$ cat config.mk
export PLATFORM = sky130hd
export DESIGN_NAME = fpdivsqrt_issue_ctrl_flat
export DESIGN_NICKNAME = d
export VERILOG_FILES = /design/src/rtl/fpdivsqrt_issue_pkg.sv /design/src/rtl/fpdivsqrt_issue_ctrl_if.sv /design/src/rtl/fpdivsqrt_req_fifo.sv /design/src/rtl/fpdivsqrt_issue_ctrl.sv /design/src/flat_wrapper.sv
export SDC_FILE = /design/constraint.sdc
export NUM_CORES = 1
export LEC_CHECK = 0
export BUFFER_PORTS_ARGS = -buffer_cell sky130_fd_sc_hd__buf_2
export CORE_ASPECT_RATIO = 1.25
export CORE_MARGIN = 8
export CORE_UTILIZATION = 35
export CTS_BUF_LIST = sky130_fd_sc_hd__clkbuf_8
export CTS_CLUSTER_DIAMETER = 40
export DETAILED_ROUTE_END_ITERATION = 8
export PLACE_DENSITY = 0.6
export SLEW_MARGIN = 20
export SYNTH_ARGS = -nofsm -noshare
export SYNTH_HDL_FRONTEND = slang
export SYNTH_SLANG_ARGS = --single-unit
$ cat constraint.sdc
create_clock -name clk -period 16.8 [get_ports clk]
set_input_delay 4.2 -clock clk [delete_from_list [all_inputs] [get_ports clk]]
set_output_delay 4.2 -clock clk [all_outputs]
set_load 0.05 [all_outputs]
$ cat src/rtl/fpdivsqrt_issue_pkg.sv
// fpdivsqrt_issue_pkg: request payload, controller states and rounding-mode codes
// shared by the div/sqrt issue controller.
package fpdivsqrt_issue_pkg;
    typedef struct packed {
        logic [2:0]  fp_format;
        logic        is_fdiv;
        logic [63:0] opa;
        logic [63:0] opb;
        logic [2:0]  rm;
    } req_t;

    typedef enum logic [1:0] {IDLE, ISSUE, WAIT} state_t;

    localparam logic [2:0] RNE = 3'd0;
    localparam logic [2:0] RTZ = 3'd1;
    localparam logic [2:0] RDN = 3'd2;
    localparam logic [2:0] RUP = 3'd3;
    localparam logic [2:0] RMM = 3'd4;
endpackage

$ cat src/rtl/fpdivsqrt_issue_ctrl_if.sv
// fpdivsqrt_issue_ctrl_if: request, unit start/finish and response handshakes
// of the issue controller; slave is the controller's view, master the environment's.
interface fpdivsqrt_issue_ctrl_if #(
    parameter int QUEUE_DEPTH = 4,
    parameter int TAG_W = 4
);
    logic                         flush_i;
    logic                         req_valid_i;
    logic                         req_ready_o;
    logic [2:0]                   req_fp_format_i;
    logic                         req_is_fdiv_i;
    logic [63:0]                  req_opa_i;
    logic [63:0]                  req_opb_i;
    logic [2:0]                   req_rm_i;
    logic [TAG_W-1:0]             req_tag_i;
    logic                         start_valid_o;
    logic                         start_ready_i;
    logic [2:0]                   fp_format_o;
    logic                         is_fdiv_o;
    logic [63:0]                  opa_o;
    logic [63:0]                  opb_o;
    logic [2:0]                   rm_o;
    logic                         flush_o;
    logic                         finish_valid_i;
    logic                         finish_ready_o;
    logic [63:0]                  res_i;
    logic [4:0]                   fflags_i;
    logic                         rsp_valid_o;
    logic                         rsp_ready_i;
    logic [63:0]                  rsp_res_o;
    logic [4:0]                   rsp_fflags_o;
    logic [TAG_W-1:0]             rsp_tag_o;
    logic                         busy_o;
    logic [$clog2(QUEUE_DEPTH):0] count_o;

    modport slave (
        input  flush_i, req_valid_i, req_fp_format_i, req_is_fdiv_i, req_opa_i, req_opb_i,
               req_rm_i, req_tag_i, start_ready_i, finish_valid_i, res_i, fflags_i, rsp_ready_i,
        output req_ready_o, start_valid_o, fp_format_o, is_fdiv_o, opa_o, opb_o, rm_o, flush_o,
               finish_ready_o, rsp_valid_o, rsp_res_o, rsp_fflags_o, rsp_tag_o, busy_o, count_o
    );

    modport master (
        output flush_i, req_valid_i, req_fp_format_i, req_is_fdiv_i, req_opa_i, req_opb_i,
               req_rm_i, req_tag_i, start_ready_i, finish_valid_i, res_i, fflags_i, rsp_ready_i,
        input  req_ready_o, start_valid_o, fp_format_o, is_fdiv_o, opa_o, opb_o, rm_o, flush_o,
               finish_ready_o, rsp_valid_o, rsp_res_o, rsp_fflags_o, rsp_tag_o, busy_o, count_o
    );
endinterface

$ cat src/rtl/fpdivsqrt_req_fifo.sv
// fpdivsqrt_req_fifo: power-of-two request FIFO with synchronous clear; the caller
// guarantees no push when full and no pop when empty.
module fpdivsqrt_req_fifo #(
    parameter int DEPTH = 4,
    parameter int W = 8
) (
    input  logic                     clk,
    input  logic                     rst,
    input  logic                     clr,
    input  logic                     push,
    input  logic                     pop,
    input  logic [W-1:0]             din,
    output logic [W-1:0]             dout,
    output logic [$clog2(DEPTH):0]   count,
    output logic                     full,
    output logic                     empty
);
    localparam int AW = $clog2(DEPTH);

    logic [W-1:0]  mem [DEPTH];
    logic [AW-1:0] wr_ptr, rd_ptr;

    assign dout  = mem[rd_ptr];
    assign full  = count == (AW+1)'(DEPTH);
    assign empty = count == '0;

    always_ff @(posedge clk or posedge rst)
        if (rst) begin
            wr_ptr <= '0;
            rd_ptr <= '0;
            count  <= '0;
        end else if (clr) begin
            wr_ptr <= '0;
            rd_ptr <= '0;
            count  <= '0;
        end else begin
            wr_ptr <= wr_ptr + AW'(push);
            rd_ptr <= rd_ptr + AW'(pop);
            count  <= count + (AW+1)'(push) - (AW+1)'(pop);
        end

    always_ff @(posedge clk)
        if (push && !clr) mem[wr_ptr] <= din;
endmodule

$ cat src/rtl/fpdivsqrt_issue_ctrl.sv
// fpdivsqrt_issue_ctrl: queues div/sqrt requests and runs them one at a time through scalar_fpdivsqrt.
// Optional macro FPDIVSQRT_ISSUE_PERF_CNT_EN adds issue and request-stall counters.
module fpdivsqrt_issue_ctrl
    import fpdivsqrt_issue_pkg::*;
#(
    parameter int QUEUE_DEPTH = 4,
    parameter int TAG_W = 4
) (
    input logic clk,
    input logic rst,
    fpdivsqrt_issue_ctrl_if.slave bus
`ifdef FPDIVSQRT_ISSUE_PERF_CNT_EN
    ,
    output logic [31:0] perf_issue_cnt_o,
    output logic [31:0] perf_stall_cyc_o
`endif
);
    localparam int W = $bits(req_t) + TAG_W;

    state_t           state, state_nxt;
    req_t             in_req, head_req;
    logic [TAG_W-1:0] head_tag, inflight_tag;
    logic [W-1:0]     head;
    logic             full, empty, push, pop, load;

    assign in_req = '{fp_format: bus.req_fp_format_i, is_fdiv: bus.req_is_fdiv_i,
                      opa: bus.req_opa_i, opb: bus.req_opb_i, rm: bus.req_rm_i};
    assign {head_req, head_tag} = head;

    assign push = bus.req_valid_i & ~full & ~bus.flush_i;
    assign pop  = bus.start_valid_o & bus.start_ready_i;
    assign load = bus.finish_valid_i & bus.finish_ready_o;

    assign bus.req_ready_o    = ~full;
    assign bus.flush_o        = bus.flush_i;
    assign bus.start_valid_o  = (state == ISSUE) & ~bus.flush_i;
    assign bus.finish_ready_o = (state == WAIT) & (~bus.rsp_valid_o | bus.rsp_ready_i);
    assign bus.busy_o         = ~empty | (state != IDLE) | bus.rsp_valid_o;
    // Operands are only driven while offered so they read 0 out of reset.
    assign {bus.fp_format_o, bus.is_fdiv_o, bus.opa_o, bus.opb_o, bus.rm_o} =
        (state == ISSUE) ? head_req : '0;

    fpdivsqrt_req_fifo #(.DEPTH(QUEUE_DEPTH), .W(W)) u_fifo (
        .clk   (clk),
        .rst   (rst),
        .clr   (bus.flush_i),
        .push  (push),
        .pop   (pop),
        .din   ({in_req, bus.req_tag_i}),
        .dout  (head),
        .count (bus.count_o),
        .full  (full),
        .empty (empty)
    );

    always_comb begin
        state_nxt = state;
        if (bus.flush_i) state_nxt = IDLE;
        else if (state == IDLE) state_nxt = empty ? IDLE : ISSUE;
        else if (state == ISSUE) state_nxt = pop ? WAIT : ISSUE;
        else if (state == WAIT) state_nxt = load ? IDLE : WAIT;
    end

    always_ff @(posedge clk or posedge rst)
        if (rst) begin
            state            <= IDLE;
            inflight_tag     <= '0;
            bus.rsp_valid_o  <= 1'b0;
            bus.rsp_res_o    <= '0;
            bus.rsp_fflags_o <= '0;
            bus.rsp_tag_o    <= '0;
        end else begin
            state <= state_nxt;
            if (pop) inflight_tag <= head_tag;
            if (bus.flush_i) bus.rsp_valid_o <= 1'b0;
            else if (load) begin
                bus.rsp_valid_o  <= 1'b1;
                bus.rsp_res_o    <= bus.res_i;
                bus.rsp_fflags_o <= bus.fflags_i;
                bus.rsp_tag_o    <= inflight_tag;
            end else if (bus.rsp_ready_i) bus.rsp_valid_o <= 1'b0;
        end

`ifdef FPDIVSQRT_ISSUE_PERF_CNT_EN
    always_ff @(posedge clk or posedge rst)
        if (rst) begin
            perf_issue_cnt_o <= '0;
            perf_stall_cyc_o <= '0;
        end else begin
            perf_issue_cnt_o <= perf_issue_cnt_o + 32'(pop);
            perf_stall_cyc_o <= perf_stall_cyc_o + 32'(bus.req_valid_i & full);
        end
`endif
endmodule
$ cat src/flat_wrapper.sv
// flat-port wrapper written by rule: the top's interface ports become plain ports
module fpdivsqrt_issue_ctrl_flat import fpdivsqrt_issue_pkg::*;
#(
    parameter int QUEUE_DEPTH = 4,
    parameter int TAG_W = 4
)
  (clk, rst, bus_flush_i, bus_req_valid_i, bus_req_fp_format_i, bus_req_is_fdiv_i, bus_req_opa_i, bus_req_opb_i, bus_req_rm_i, bus_req_tag_i, bus_start_ready_i, bus_finish_valid_i, bus_res_i, bus_fflags_i, bus_rsp_ready_i, bus_req_ready_o, bus_start_valid_o, bus_fp_format_o, bus_is_fdiv_o, bus_opa_o, bus_opb_o, bus_rm_o, bus_flush_o, bus_finish_ready_o, bus_rsp_valid_o, bus_rsp_res_o, bus_rsp_fflags_o, bus_rsp_tag_o, bus_busy_o, bus_count_o);
  fpdivsqrt_issue_ctrl_if #(.QUEUE_DEPTH(QUEUE_DEPTH), .TAG_W(TAG_W)) bus_i ();
  input logic clk;
  input logic rst;
  input wire logic [$bits(bus_i.flush_i)-1:0] bus_flush_i;
  input wire logic [$bits(bus_i.req_valid_i)-1:0] bus_req_valid_i;
  input wire logic [$bits(bus_i.req_fp_format_i)-1:0] bus_req_fp_format_i;
  input wire logic [$bits(bus_i.req_is_fdiv_i)-1:0] bus_req_is_fdiv_i;
  input wire logic [$bits(bus_i.req_opa_i)-1:0] bus_req_opa_i;
  input wire logic [$bits(bus_i.req_opb_i)-1:0] bus_req_opb_i;
  input wire logic [$bits(bus_i.req_rm_i)-1:0] bus_req_rm_i;
  input wire logic [$bits(bus_i.req_tag_i)-1:0] bus_req_tag_i;
  input wire logic [$bits(bus_i.start_ready_i)-1:0] bus_start_ready_i;
  input wire logic [$bits(bus_i.finish_valid_i)-1:0] bus_finish_valid_i;
  input wire logic [$bits(bus_i.res_i)-1:0] bus_res_i;
  input wire logic [$bits(bus_i.fflags_i)-1:0] bus_fflags_i;
  input wire logic [$bits(bus_i.rsp_ready_i)-1:0] bus_rsp_ready_i;
  output wire logic [$bits(bus_i.req_ready_o)-1:0] bus_req_ready_o;
  output wire logic [$bits(bus_i.start_valid_o)-1:0] bus_start_valid_o;
  output wire logic [$bits(bus_i.fp_format_o)-1:0] bus_fp_format_o;
  output wire logic [$bits(bus_i.is_fdiv_o)-1:0] bus_is_fdiv_o;
  output wire logic [$bits(bus_i.opa_o)-1:0] bus_opa_o;
  output wire logic [$bits(bus_i.opb_o)-1:0] bus_opb_o;
  output wire logic [$bits(bus_i.rm_o)-1:0] bus_rm_o;
  output wire logic [$bits(bus_i.flush_o)-1:0] bus_flush_o;
  output wire logic [$bits(bus_i.finish_ready_o)-1:0] bus_finish_ready_o;
  output wire logic [$bits(bus_i.rsp_valid_o)-1:0] bus_rsp_valid_o;
  output wire logic [$bits(bus_i.rsp_res_o)-1:0] bus_rsp_res_o;
  output wire logic [$bits(bus_i.rsp_fflags_o)-1:0] bus_rsp_fflags_o;
  output wire logic [$bits(bus_i.rsp_tag_o)-1:0] bus_rsp_tag_o;
  output wire logic [$bits(bus_i.busy_o)-1:0] bus_busy_o;
  output wire logic [$bits(bus_i.count_o)-1:0] bus_count_o;
  assign bus_i.flush_i = bus_flush_i;
  assign bus_i.req_valid_i = bus_req_valid_i;
  assign bus_i.req_fp_format_i = bus_req_fp_format_i;
  assign bus_i.req_is_fdiv_i = bus_req_is_fdiv_i;
  assign bus_i.req_opa_i = bus_req_opa_i;
  assign bus_i.req_opb_i = bus_req_opb_i;
  assign bus_i.req_rm_i = bus_req_rm_i;
  assign bus_i.req_tag_i = bus_req_tag_i;
  assign bus_i.start_ready_i = bus_start_ready_i;
  assign bus_i.finish_valid_i = bus_finish_valid_i;
  assign bus_i.res_i = bus_res_i;
  assign bus_i.fflags_i = bus_fflags_i;
  assign bus_i.rsp_ready_i = bus_rsp_ready_i;
  assign bus_req_ready_o = bus_i.req_ready_o;
  assign bus_start_valid_o = bus_i.start_valid_o;
  assign bus_fp_format_o = bus_i.fp_format_o;
  assign bus_is_fdiv_o = bus_i.is_fdiv_o;
  assign bus_opa_o = bus_i.opa_o;
  assign bus_opb_o = bus_i.opb_o;
  assign bus_rm_o = bus_i.rm_o;
  assign bus_flush_o = bus_i.flush_o;
  assign bus_finish_ready_o = bus_i.finish_ready_o;
  assign bus_rsp_valid_o = bus_i.rsp_valid_o;
  assign bus_rsp_res_o = bus_i.rsp_res_o;
  assign bus_rsp_fflags_o = bus_i.rsp_fflags_o;
  assign bus_rsp_tag_o = bus_i.rsp_tag_o;
  assign bus_busy_o = bus_i.busy_o;
  assign bus_count_o = bus_i.count_o;
  fpdivsqrt_issue_ctrl #(.QUEUE_DEPTH(QUEUE_DEPTH), .TAG_W(TAG_W)) u_core (.clk(clk), .rst(rst), .bus(bus_i));
endmodule
# Yosys cells after proc, flatten, opt, wreduce, memory -nomap -nowiden

Memory sizes are Yosys's and may differ from the RTL's.
Cells that the tools add are included.

Flip-flop bits (word level): 87
Bits in writable memories: 556
Input port bits: 215
Memories kept: 1

Memories:

| name              | depth | bits a word | read ports | clocked after memory_dff | write ports | RTL line                 | text |
|---|---|---|---|---|---|---|---|
| u_core.u_fifo.mem | 4     | 139         | 1          | 0                        | 1           | fpdivsqrt_req_fifo.sv:20 | `logic [W-1:0] mem [DEPTH];` |

Add/subtract/negate cells: 4
Equal/unequal tests: 3
Multiplexer cells: 16
Bitwise logic cells: 13
Reductions and logical operators: 8

Operators by type and width:

| operator                                            | count |
|---|---|
| 2-to-1 mux 135 bit                                  | 1 |
| 2-to-1 mux 2 bit                                    | 8 |
| AND 1 bit                                           | 6 |
| 2-to-1 mux 1 bit                                    | 6 |
| adder 2 x 1 -> 2 bit                                | 2 |
| inverter 1 bit                                      | 4 |
| nonzero test 4 bit                                  | 1 |
| adder 3 x 1 -> 3 bit                                | 1 |
| equality test 3 bit, second input constant          | 1 |
| zero test 3 bit                                     | 1 |
| 2-to-1 mux 3 bit                                    | 1 |
| OR 1 bit                                            | 3 |
| nonzero test 3 bit                                  | 1 |
| subtractor 3 x 1 -> 3 bit                           | 1 |
| equality test 2 x 1 -> 1 bit, second input constant | 1 |
| equality test 2 bit, second input constant          | 1 |
| zero test 2 bit                                     | 1 |
| AND reduction 2 bit                                 | 1 |
| nonzero test 2 bit                                  | 1 |
| logical AND 1 bit                                   | 1 |
| zero test 1 bit                                     | 1 |

# Logic depth before layout (Yosys ltp)

Gate-level depths: netlist of run 1.

Word-level depth: 9
Gate-level depth with buffers: 11

# Modules after synthesis

From an unflattened synthesis of run 1, not the netlist that was laid out.

Cells, all modules: 1098
Area, all modules: 24511.0 µm²

By module, submodules not included:

| module               | times used | cells an instance | area an instance (µm²) |
|---|---|---|---|
| fpdivsqrt_req_fifo   | 1          | 760               | 20462.1 |
| fpdivsqrt_issue_ctrl | 1          | 338               | 4048.9 |

# Worst setup path before layout of run 1

No wires, ideal clock.

Path type: input-to-reg
Start: input bus_flush_i
End: memory u_core.u_fifo.mem[2][0] (netlist name) (enable)
Setup time: 0.837 ns
Arrival: 14.562 ns
Path slack: 1.401 ns
Stages on the path: 2
Buffers on the path: 0
Path through: nand3b_1 -> nor3b_1

Longest elaborated chain between the ends: 5
Elaborated cells between the ends (all ways): 6
Those cells by class: 2 x mux; 2 x bitwise; 2 x reduce/logical

Ends and longest elaborated chain:

| what                                       | RTL line                   | text |
|---|---|---|
| start, declared                            | flat_wrapper.sv:11         | `input wire logic [$bits(bus_i.flush_i)-1:0] bus_flush_i;` |
| inverter 1 bit                             | fpdivsqrt_issue_ctrl.sv:30 | `assign push = bus.req_valid_i & ~full & ~bus.flush_i;` |
| AND 1 bit                                  | fpdivsqrt_issue_ctrl.sv:30 |  |
| logical AND 1 bit (*)                      | fpdivsqrt_req_fifo.sv:43   | `if (push && !clr) mem[wr_ptr] <= din;` |
| 2-to-1 mux 1 bit (*)                       | fpdivsqrt_req_fifo.sv:43   |  |
| 2-to-1 mux 1 bit (not written as such) (*) | fpdivsqrt_req_fifo.sv:43   |  |
| end, declared                              | fpdivsqrt_req_fifo.sv:20   |  |

Every way passes the cells marked *; elsewhere a longest branch is shown, timed or not.

# Worst setup path in the final report of run 1

Start: input bus_rsp_ready_i
End: output bus_finish_ready_o

Longest elaborated chain between the ends: 2

Ends and longest elaborated chain:

| what            | RTL line                   | text |
|---|---|---|
| start, declared | flat_wrapper.sv:23         | `input wire logic [$bits(bus_i.rsp_ready_i)-1:0] bus_rsp_ready_i;` |
| OR 1 bit        | fpdivsqrt_issue_ctrl.sv:37 | `assign bus.finish_ready_o = (state == WAIT) & (~bus.rsp_valid_o \| bus.rsp_ready_i);` |
| AND 1 bit       | fpdivsqrt_issue_ctrl.sv:37 |  |
| end, declared   | flat_wrapper.sv:32         | `output wire logic [$bits(bus_i.finish_ready_o)-1:0] bus_finish_ready_o;` |

No other way between the ends.

==> flow_metrics.tcl, run 1 <==
set metrics [dict create \
    tns_ns 0 \
    slew_headroom_pct 28.01 \
    crit_top_cell "buf_2" \
    ios 432 \
    setup_viol_count_final 0 \
    rows 108 \
    postSynthAreaPerCell_um2 22.21 \
    postSynthCellCount 1102 \
    startpoint_type "input port" \
    status "complete, no violations" \
    firstDrtPassIters 4 \
    leakagePower_nw 11.10 \
    drive_gt1_share_pct 47.56 \
    antenna_found_initial 17 \
    die_h_um 311.7 \
    dr_total_vias 12361 \
    finClkSkew_ns 0.02867 \
    hold_viol_final 0 \
    wl_met2_mm 28.96 \
    wl_per_cell_um 22.03 \
    fin_nets 1822 \
    syn_nets 1325 \
    dp_cells 2425 \
    critPathSlowestCell "buf_2" \
    required_ns 12.60 \
    worst_pin_slew_ns 1.080 \
    grt_pass1_wl_mm 86.11 \
    post-place-ws_ns 7.773 \
    hold_buffers 0 \
    critical_path.max_fanout 2 \
    end_kind "primary output" \
    core_area_um2 69320 \
    maxSlewViolCount 0 \
    drv_cap 0 \
    port_buffers 431 \
    period_share_pct 53.72 \
    cts.htree.levels 3 \
    grt_max_degree 140 \
    worstPathArrival_ns 4.83 \
    dp_hpwl_mm 34.74 \
    fin_total_pwr_w 0.004374 \
    fmax_mhz 110.8 \
    cp_cell_sequence "buf_2, nand2b_1, and2_1, buf_2" \
    drt_iter0_drc 601 \
    gp_congestion 0.9092 \
    critPathMaxStageDelay_ns 0.21 \
    track_usage_pct 14.50 \
    grt_overflow 0 \
    ys_seq_elements 643 \
    routed_via_density 4.711 \
    nFillCells 6257 \
    fin_ws_ns 7.775 \
    synth_area_um2 24480 \
    peakVddDrop_v 0.00008794 \
    finalNonFillerCells 2624 \
    clk_pin_slew_ns 0.05 \
    clock_latency_ns 0.71 \
    wl_met3_mm 5.073 \
    yosysSeqAreaShare_pct 77.11 \
    drc 0 \
    cts.sinks 643 \
    top_layer_used "met5" \
    period_needed_ns 9.025 \
    drt-total-wl_mm 57.80 \
    dieArea_um2 78700 \
    grt_pass1_vias 13843 \
    crit_type "in2out" \
    cts_tree "built" \
    die_width_um 252.5 \
    cts_resized 0 \
    drtAntennaViolNets 0 \
    root_buffer "clkbuf_8" \
    ys_types 31 \
    numCtsBuffers 107 \
    clk_path_buf_depth 3 \
    area_growth_pct 21.16 \
    wl_met1_mm 21.75 \
    initial_core_util_pct 35.31 \
    postCtsSetupBuffers 0 \
    hold_path_class "reg2reg" \
    yosysWarnings 0 \
    pwr_density_cell_nw_per_um2 147.5 \
    rsz0062_at_grt "false" \
]
==> layout by cell type, fill, tap and decap left out, drive strengths merged, types with 2 or more instances in the layout <==
master	n
a21oi	2
and2	136
buf	444
bufinv	4
clkbuf	116
clkinv	22
clkinvlp	6
dfrtp	87
diode	7
edfxtp	556
ha	7
inv	53
mux2	77
mux4	139
nand2	2
nand2b	2
nand3b	2
nor2	5
nor2b	6
nor3	2
nor3b	2
xnor2	3
==> cells in the mapped netlist, drive strengths merged <==
cell	n	area [um^2]
edfxtp	556	16700
mux4	139	3131
and2	136	850.8
dfrtp	87	2177
mux2	77	867.1
buf	37	312.8
clkbuf	19	71.32
inv	9	33.78
ha	7	87.58
nor2b	6	37.54
nor2	5	18.77
xnor2	3	26.28
a21oi	2	10.01
nand2	2	7.510
nand2b	2	12.51
nand3b	2	15.01
nor3	2	21.27
nor3b	2	15.01
a2111oi	1	8.760
a211oi	1	7.510
a32o	1	10.01
and3	1	6.260
fa	1	20.02
nor4b	1	8.760
or3	1	6.260
or3b	1	8.760
xor2	1	8.760
==> metrics by stage <==
step | hold slack [ns] | area (um^2) | utilization, %
6_report | 0.4785 | 29660 | 42.78
5_1_grt | 0.4992 | 29650 | 42.77
4_1_cts | 0.4868 | 29640 | 42.75
3_5_place_dp | 0.4714 | 27600 | 39.81
3_3_place_gp | 0.4638 | 27600 | 39.81
2_1_floorplan | 0.4585 | 24480 | -
==> flip-flops by register name (all words and copies together), names as in the netlist, 2 cells and up <==
register,count
u_core.u_fifo.mem,556
u_core.u_fifo.count,3
u_core.bus.rsp_tag_o,4
u_core.inflight_tag,4
u_core.u_fifo.rd_ptr,2
u_core.u_fifo.wr_ptr,2
u_core.bus.rsp_res_o,64
u_core.state,2
u_core.bus.rsp_fflags_o,5
==> where the power goes <==
part / switching [W] / total, W / internal (W)
Sequential: 0.0000518 / 0.00192 / 0.00187
Clock: 0.000610 / 0.00131 / 0.000696
Combinational: 0.000848 / 0.00115 / 0.000302
==> worst paths after layout <==
check,startpoint,to,slack [ns],cells past startpoint
max in group asynchronous,rst,u_core.bus.rsp_res_o[31]$_DFFE_PP0P_,12.15,3
worst max register to register,u_core.u_fifo.rd_ptr[0]$_DFF_PP0_,u_core.inflight_tag[0]$_DFFE_PP0P_,13.35,4
worst min-delay path,u_core.bus.rsp_res_o[37]$_DFFE_PP0P_,u_core.bus.rsp_res_o[37]$_DFFE_PP0P_,0.48,1
min in group asynchronous,rst,u_core.bus.rsp_res_o[26]$_DFFE_PP0P_,3.45,2
worst max-delay path,bus_rsp_ready_i,bus_finish_ready_o,7.77,4
worst min register to register,u_core.bus.rsp_res_o[37]$_DFFE_PP0P_,u_core.bus.rsp_res_o[37]$_DFFE_PP0P_,0.48,1
==> critical path: cells and delay by family <==
kind	cells	cell delay, ns
buffers and inverters	2	0.31
AND/OR/NAND/NOR	2	0.31
==> logic make-up (layout without fill, tap and decap cells) <==
family / after synthesis / count (layout) / synth area share, %
xor+xnor: 4 / 4 / 0.1432
compound gates: 5 / 5 / 0.1483
simple gates: 161 / 161 / 4.120
fa+ha+maj: 8 / 8 / 0.4396
flops: 643 / 643 / 77.11
mux: 216 / 216 / 16.33
other cells: 0 / 7 / 0
buf+inv: 65 / 645 / 1.707
==> cell type report <==
| cell class | count | area [um^2] | share of cell area, % |
|---|---|---|---|
| repair buffers | 444 | 2292 | 7.729 |
| diodes | 7 | 17.52 | 0.05907 |
| clock buffers | 116 | 1597 | 5.384 |
| flip-flops and latches | 643 | 18880 | 63.67 |
| well taps | 935 | 1170 | 3.945 |
| clock inverters | 76 | 446.7 | 1.506 |
| inverters | 9 | 35.03 | 0.1181 |
| multi-input cells | 394 | 5218 | 17.59 |
==> metal layers <==
layer | up-vias | GRT usage, %
li1 | 5443 | -
met1 | 6339 | 16.02
met2 | 438 | 24.70
met3 | 121 | 5.181
met4 | 20 | 6.779
met5 | - | 0
Note: power is estimated with default switching activity, not from simulation.
==> inputs of run 2 (changes only) <==
==> constraint.sdc (replaced) <==
create_clock -name clk -period 9.02 [get_ports clk]
set_input_delay 2.255 -clock clk [delete_from_list [all_inputs] [get_ports clk]]
set_output_delay 2.255 -clock clk [all_outputs]
set_load 0.05 [all_outputs]
==> run 2 against run 1 <==
Net effect: routed wire length is 3.4% lower; sequential cell count stayed put; first-iteration DRC count is 0.67% higher; critical path depth is 1 higher; via count is 0.11% lower; cell area hardly changed; clock power is 84% higher.
==> flow_metrics.tcl, run 2 (synthesized netlist as in run 1, its figures left out) <==
set metrics [dict create \
    status "complete, no violations" \
    grt_pass1_vias 13669 \
    clk_path_buf_depth 3 \
    layout_commonest_cell "edfxtp_1" \
    startpoint_type "flop" \
    rsz0062_at_grt "false" \
    top_register "u_core.u_fifo.mem" \
    hold_path_class "reg2reg" \
    grt_overflow 0 \
    postCtsSetupBuffers 0 \
    post-place-ws_ns 3.881 \
    final_cell_mix "edfxtp_1, buf_2, mux4_2" \
    path_delay_family "buffers and inverters" \
    track_usage_pct 13.95 \
    slew_headroom_pct 35.55 \
    fin_ws_ns 3.458 \
    cts.sinks 643 \
    drive_gt1_share_pct 48.24 \
    die_h_um 311.7 \
    area_growth_pct 21.23 \
    hold_viol_final 0 \
    port_buffers 431 \
    maxSlewViolCount 0 \
    gp_congestion 0.8798 \
    period_share_pct 61.67 \
    drt_iter0_drc 605 \
    firstDrtPassIters 4 \
    routed_via_density 4.708 \
    setup_viol_count_final 0 \
    cp_cell_sequence "inv_1, ha_4, buf_4, and2_1, buf_2" \
    critPathBufInv 3 \
    die_width_um 252.5 \
    antenna_found_initial 17 \
    period_needed_ns 5.562 \
    cts_resized 0 \
    drv_cap 0 \
    peakVddDrop_v 0.0001526 \
    tns_ns 0 \
    clk_pin_slew_ns 0.06 \
    critPathSlowestCell "buf_4" \
    hold_buffers 0 \
    leakagePower_nw 11.09 \
    drc 0 \
    required_ns 6.77 \
    drt-total-wl_mm 55.85 \
    largest_reg_flops 556 \
    wl_per_cell_um 21.29 \
    worstPathArrival_ns 3.31 \
    ios 432 \
    fin_nets 1827 \
    dieArea_um2 78700 \
    numCtsBuffers 104 \
    initial_core_util_pct 35.31 \
    finClkSkew_ns 0.02865 \
    worst_pin_slew_ns 0.9667 \
    utilization_pct 42.80 \
    end_kind "primary output" \
    nFillCells 6252 \
    dp_hpwl_mm 35.41 \
    root_buffer "clkbuf_8" \
    grt_pass1_wl_mm 84.06 \
    pwr_density_cell_nw_per_um2 273.4 \
    cts_tree "built" \
    critical_path.max_fanout 84 \
    crit_type "reg2out" \
    cts.htree.levels 3 \
    clock_latency_ns 0.70 \
    core_area_um2 69320 \
    reg.largest.list "u_core.u_fifo.mem (556), u_core.bus.rsp_res_o (64), u_core.bus.rsp_fflags_o (5)" \
    critPathMaxStageDelay_ns 0.76 \
    dr_total_vias 12348 \
    rows 108 \
    drtAntennaViolNets 0 \
    grt_max_degree 89 \
    fmax_mhz 179.8 \
    whs_ns 0.4811 \
]
## run 2: power breakdown
group | internal (W) | switching, W | total [W]
logic | 0.000565 | 0.00157 | 0.00213
clock network | 0.00129 | 0.00112 | 0.00241
registers | 0.00348 | 0.0000919 | 0.00357
## run 2: layout make-up
class	count	area, um^2	share of cell area, %
tap	935	1170	3.943
clock inverter	69	457.9	1.543
antenna	9	22.52	0.07590
inverter	9	35.03	0.1181
timing repair buffer	452	2327	7.843
multi-input combinational	394	5236	17.65
sequential	643	18880	63.63
clock buffer	112	1541	5.195
## run 2: final timing paths
path,startpoint,to,slack (ns),cells past startpoint
hold reg to reg,u_core.bus.rsp_res_o[37]$_DFFE_PP0P_,u_core.bus.rsp_res_o[37]$_DFFE_PP0P_,0.48,1
max in group asynchronous,rst,u_core.u_fifo.rd_ptr[1]$_DFF_PP0_,6.26,3
min in group asynchronous,rst,u_core.bus.rsp_res_o[47]$_DFFE_PP0P_,1.58,2
setup / recovery,u_core.state[1]$_DFFE_PP0P_,bus_opa_o[12],3.46,5
setup reg to reg,u_core.state[1]$_DFFE_PP0P_,u_core.u_fifo.count[2]$_DFF_PP0_,5.15,12
hold / removal,u_core.bus.rsp_res_o[37]$_DFFE_PP0P_,u_core.bus.rsp_res_o[37]$_DFFE_PP0P_,0.48,1
## run 2: metal layers
layer	vias to the layer above	track usage (%)	share of wire [%]
met5	-	0	0.11
met4	10	5.410	2.6
met3	109	5.189	9.3
met2	441	23.80	50
met1	6341	15.73	38
li1	5447	-	-
## run 2: through the flow
stage	power, W	instances	area [um^2]
floorplan	0.005212	1102	24490
global placement	0.005793	2433	27650
detailed placement	0.005816	2433	27650
CTS	0.008271	2614	29650
global route	0.008472	2616	29650
finish	0.008112	2623	29670
